==> config.mk <==
export PLATFORM = sky130hd
export DESIGN_NAME = imem_loader
export DESIGN_NICKNAME = d
export VERILOG_FILES = /design/src/rtl/imem_loader.sv
export SDC_FILE = /design/constraint.sdc
export NUM_CORES = 1
export LEC_CHECK = 0
export ABC_AREA = 0
export CAP_MARGIN = 0
export CORE_ASPECT_RATIO = 0.6
export CORE_MARGIN = 10
export CORE_UTILIZATION = 55
export CTS_CLUSTER_DIAMETER = 80
export DETAILED_ROUTE_END_ITERATION = 8
export PLACE_DENSITY = 0.86
export SYNTH_ARGS = -nofsm -noshare
export SYNTH_HDL_FRONTEND = slang
export SYNTH_SLANG_ARGS = --single-unit
==> constraint.sdc <==
create_clock -name clock -period 4.75 [get_ports clock]
set_input_delay 0.475 -clock clock [delete_from_list [all_inputs] [get_ports clock]]
set_output_delay 0.475 -clock clock [all_outputs]
set_load 0.005 [all_outputs]
==> src/rtl/imem_loader.sv <==
// Instruction-memory loader: packs a host byte stream little-endian into words
// and writes them to consecutive addresses. Optional checksum: IMEM_LOADER_CHECKSUM_EN.
module imem_loader #(
  parameter int PC_WIDTH          = 19,
  parameter int INSTRUCTION_WIDTH = 32
) (
  input  logic                         clock,
  input  logic                         reset,
  input  logic                         start,
  input  logic [PC_WIDTH-1:0]          base_addr,
  input  logic [PC_WIDTH-1:0]          word_count,
  input  logic                         abort,
  input  logic                         byte_valid,
  input  logic [7:0]                   byte_data,
  output logic                         byte_ready,
  output logic                         mem_we,
  output logic [PC_WIDTH-1:0]          mem_addr,
  output logic [INSTRUCTION_WIDTH-1:0] mem_wdata,
  output logic                         fetch_hold,
  output logic                         busy,
  output logic                         done,
  output logic [PC_WIDTH-1:0]          loaded_words,
  output logic [INSTRUCTION_WIDTH-1:0] checksum
);

  typedef enum logic [1:0] {IDLE, LOAD, DONE} state_t;

  state_t                         state;
  state_t                         next_state;
  logic [PC_WIDTH-1:0]            base_q;
  logic [PC_WIDTH-1:0]            count_q;
  logic [1:0]                     byte_idx;
  logic [23:0]                    partial;
  logic                           start_acc;
  logic                           accept;
  logic                           word_done;
  logic                           last_word;
  logic [INSTRUCTION_WIDTH-1:0]   new_word;

  assign start_acc = start && (state != LOAD);
  // abort wins over a byte arriving in the same cycle; the partial word is dropped
  assign accept    = (state == LOAD) && byte_valid && !abort;
  assign word_done = accept && (byte_idx == 2'd3);
  assign last_word = word_done && ((loaded_words + PC_WIDTH'(1)) == count_q);
  assign new_word  = INSTRUCTION_WIDTH'({byte_data, partial});

  always_ff @(posedge clock or negedge reset) begin
    if (!reset) state <= IDLE;
    else        state <= next_state;
  end

  always_comb begin
    next_state = state;
    case (state)
      IDLE, DONE: begin
        if (start) next_state = (word_count == '0) ? DONE : LOAD;
      end
      LOAD: begin
        if (abort)          next_state = IDLE;
        else if (last_word) next_state = DONE;
      end
      default: next_state = IDLE;
    endcase
  end

  always_comb begin
    byte_ready = 1'b0;
    busy       = 1'b0;
    done       = 1'b0;
    case (state)
      LOAD: begin
        byte_ready = 1'b1;
        busy       = 1'b1;
      end
      DONE:    done = 1'b1;
      default: ;
    endcase
  end

  // fetch stays stalled through the final write cycle, after busy has dropped
  assign fetch_hold = busy | mem_we;

  always_ff @(posedge clock or negedge reset) begin
    if (!reset) begin
      base_q       <= '0;
      count_q      <= '0;
      byte_idx     <= '0;
      partial      <= '0;
      loaded_words <= '0;
    end else if (start_acc) begin
      base_q       <= base_addr;
      count_q      <= word_count;
      byte_idx     <= '0;
      loaded_words <= '0;
    end else if (state == LOAD && abort) begin
      byte_idx <= '0;
    end else if (accept) begin
      byte_idx <= byte_idx + 2'd1;
      case (byte_idx)
        2'd0:    partial[7:0]   <= byte_data;
        2'd1:    partial[15:8]  <= byte_data;
        2'd2:    partial[23:16] <= byte_data;
        default: loaded_words   <= loaded_words + PC_WIDTH'(1);
      endcase
    end
  end

  // Registered write port; address wraps modulo 2^PC_WIDTH
  always_ff @(posedge clock or negedge reset) begin
    if (!reset) begin
      mem_we    <= 1'b0;
      mem_addr  <= '0;
      mem_wdata <= '0;
    end else begin
      mem_we <= word_done;
      if (word_done) begin
        mem_addr  <= base_q + loaded_words;
        mem_wdata <= new_word;
      end
    end
  end

`ifdef IMEM_LOADER_CHECKSUM_EN
  logic [INSTRUCTION_WIDTH-1:0] csum_q;

  always_ff @(posedge clock or negedge reset) begin
    if (!reset)         csum_q <= '0;
    else if (start_acc) csum_q <= '0;
    else if (word_done) csum_q <= csum_q ^ new_word;
  end

  assign checksum = csum_q;
`else
  assign checksum = '0;
`endif

endmodule

==> metrics.yaml <==
diodes: 0
internal_power_mw: 2.384
grt_pass1_vias: 5910
drive_gt1_frac: 0.1309
routed_wl_mm: 19.75
power_leakage_nw: 4.184
vias: 5688
clock_power_share: 0.403
syn-cell-area_sq_um: 7061
final_nets: 895
drc: 0
critical_path.cell_chain: "ha_1, inv_1, fa_1, nor2b_1, o21ai_0, a21oi_1, o31ai_1, a21oi_1, or3_1, nand3_1"
comb_power_share: 0.157
grt_pass1_wl_mm: 31.39
cts.path.max_buffers: 2
syn_area_per_cell_sq_um: 10.12
seq_area_frac_synth: 0.4856
yosys_warnings: 0
grt_max_degree: 87
cts_setup_buffers: 0
min_period_ns: 2.928
synth.most_common_cell: "nand2_1"
reg2reg_from: "loaded_words[0]$_DFFE_PN0P_"
start_util: 0.5742
antenna_found_initial: 0
fin_crit_sh: 0.6163
power_mw: 3.220
worstSkewPairLatency_ns: 0.42
reg2reg_slack_ns: 1.82
dp_hpwl_mm: 14.28
via_per_inst: 5.699
stdcell_area_sq_um: 8910
fin_skew_ns: 0.01253
cp_max_fo: 7
cp-start-kind: "register"
cp_slowest_cell: "o31ai_1"
die_x_um: 166.3
ios: 158
placement.cell_area_sq_um: 8328
die-area_sq_um: 17920
worstPathRequired_ns: 5.10
hold_viol: 0
core_area_sq_um: 12300
yosys.area.top_type: "dfrtp_1"
finalSetupTns_ns: 0
ant_nets: 0
synth_common_cells: "nand2_1, dfrtp_1, mux2_2"
powerDensity_nw_per_um2: 361.4
synthArstFlopShare: 1.000
rsz0062_at_grt: "no"
path_clk_slew_ns: 0.06
portBuffers: 125
rows: 31
switching_power_uw: 836.8
finalMaxSlewViolations: 0
drt_iter0_drc: 419
r2r_cells: 10
tightestPinTransition_ns: 1.091
ir_drop_mv: 0.2599
cts_buffers: 17
fp.dieH_um: 107.8
synth_cell_types: 51
synth_top_area_frac: 0.4856
synth_area_leaders: "dfrtp_1, mux2_2, nand2_1"
routabilityCongestion: 0.9159
switching_share: 0.2598
gr-total-overflow: 0
track_usage: 0.2175
slew_headroom: 0.2712
pwr-share-seq: 0.441
stdcell_count: 998
fin_ws_ns: 1.822
hold_path_class: "input pin to async pin"
drtPass1Iterations: 6
post_drt_wl_per_cell_um: 19.79
cts_tree: "done"
critPathKind: "register to register"
reg2reg_to: "mem_addr[16]$_DFFE_PN0P_"
cts_max_level: 4
drv_cap: 0
dpl_worst_slack_ns: 1.945
ys_ff_latch: 137
area_growth_pct: 26.19
crit_top_cell: "a21oi_1"
synth-edff-count: 0
cp-end-kind: "register"
fmax_mhz: 341.6
synthFlopType: "dfrtp_1"
setup_violations: 0
critPathMaxStageDelay_ns: 0.57
place_inst: 966
status: "complete, no violations"
cp.arrival_ns: 3.28
syn_inst: 698
cts.sink_count: 137
hold_buffers: 0
cts_resized: 0
clockRootBuffer: "clkbuf_16"
## logic make-up after synthesis
kind of cell,count (synthesis),synth area share
AND/OR/NAND/NOR,240,0.1565
flip-flops,137,0.4856
XOR/XNOR,42,0.05210
multiplexers,68,0.1077
buffers and inverters,71,0.05617
other,1,0.0005311
AO/OA/AOI/OAI,115,0.09782
adder cells (fa/ha/maj),24,0.04359
## cells in the final DEF, fill, tap and decap left out, types with 3 or more instances in the layout
master | Yosys | routed
nor2_1 | 29 | 29
xor2_1 | 15 | 15
nor4_1 | 8 | 8
o21bai_1 | 4 | 4
nor3_1 | 6 | 6
inv_1 | 12 | 12
mux2_2 | 64 | 64
and4_1 | 5 | 5
clkdlybuf4s50_1 | 0 | 124
ha_1 | 23 | 23
nand4_1 | 4 | 4
and3_1 | 4 | 4
a21oi_1 | 20 | 20
buf_4 | 34 | 7
clkbuf_16 | 0 | 17
nand3_1 | 9 | 9
mux2i_1 | 4 | 4
xnor2_1 | 27 | 27
conb_1 | 1 | 32
dfrtp_1 | 137 | 137
nand2b_1 | 6 | 6
o21ai_0 | 51 | 51
a21o_1 | 12 | 12
o31ai_1 | 10 | 10
clkinv_2 | 0 | 4
a31oi_1 | 4 | 4
a211oi_1 | 3 | 3
nand2_1 | 153 | 152
## worst max path at each step
stage,start,end,cells past startpoint
final,loaded_words[0]$_DFFE_PN0P_,mem_addr[16]$_DFFE_PN0P_,10
after global routing,loaded_words[0]$_DFFE_PN0P_,mem_addr[16]$_DFFE_PN0P_,10
after CTS,loaded_words[0]$_DFFE_PN0P_,mem_addr[16]$_DFFE_PN0P_,10
after detailed placement,loaded_words[0]$_DFFE_PN0P_,mem_addr[16]$_DFFE_PN0P_,10
after global placement,loaded_words[0]$_DFFE_PN0P_,mem_addr[16]$_DFFE_PN0P_,10
after floorplan,loaded_words[0]$_DFFE_PN0P_,mem_addr[16]$_DFFE_PN0P_,10
## state kept, by name, summed over array words and instances, names as in the netlist
name / cells
byte_idx: 2
partial: 24
base_q: 19
state: 2
mem_addr: 19
loaded_words: 19
mem_we: 1
count_q: 19
mem_wdata: 32
## layout make-up
| cell class | instances | area [sq um] |
|---|---|---|
| inverters | 12 | 45.04 |
| repair buffers | 131 | 1294 |
| multi-input cells | 521 | 3354 |
| fillers | 823 | 3386 |
| flip-flops and latches | 137 | 3428 |
| well taps | 165 | 206.4 |
| clock buffers | 21 | 460.4 |
| clock inverters | 11 | 121.4 |
## per-stage QoR
| step | hold WS (ns) | util |
|---|---|---|
| 2_1_floorplan | 0.1794 | - |
| 3_3_place_gp | 0.4428 | 0.6773 |
| 3_5_place_dp | 0.4542 | 0.6773 |
| 4_1_cts | 0.2849 | 0.7246 |
| 5_1_grt | 0.3103 | 0.7246 |
| 6_report | 0.2261 | 0.7246 |
## per-layer routing
metal	global-route usage	vias to the layer above	routed length, um
li1	-	2580	-
met1	0.2665	2806	8487
met2	0.3559	261	9203
met3	0.07221	41	1627
met4	0.07553	0	429
met5	0	-	0
## power groups by stage
stage | clock, mW | sequential, mW | combinational [mW]
final | 1.30 | 1.42 | 0.504
after CTS | 1.31 | 1.42 | 0.502
after floorplan | 0 | 1.40 | 0.343
after global placement | 0 | 1.42 | 0.465
after detailed placement | 0 | 1.43 | 0.492
after global routing | 1.36 | 1.43 | 0.552
## worst max-delay path, delay by kind of cell (launching register included)
kind / cells / cell delay (ns)
AOI/OAI and AO/OA: 4 / 1.28
and+or+nand+nor: 3 / 0.53
adders and majority gates: 2 / 0.48
DFF: 1 / 0.46
buffers and inverters: 1 / 0.09
No activity file was read; power rests on OpenSTA's default activity.
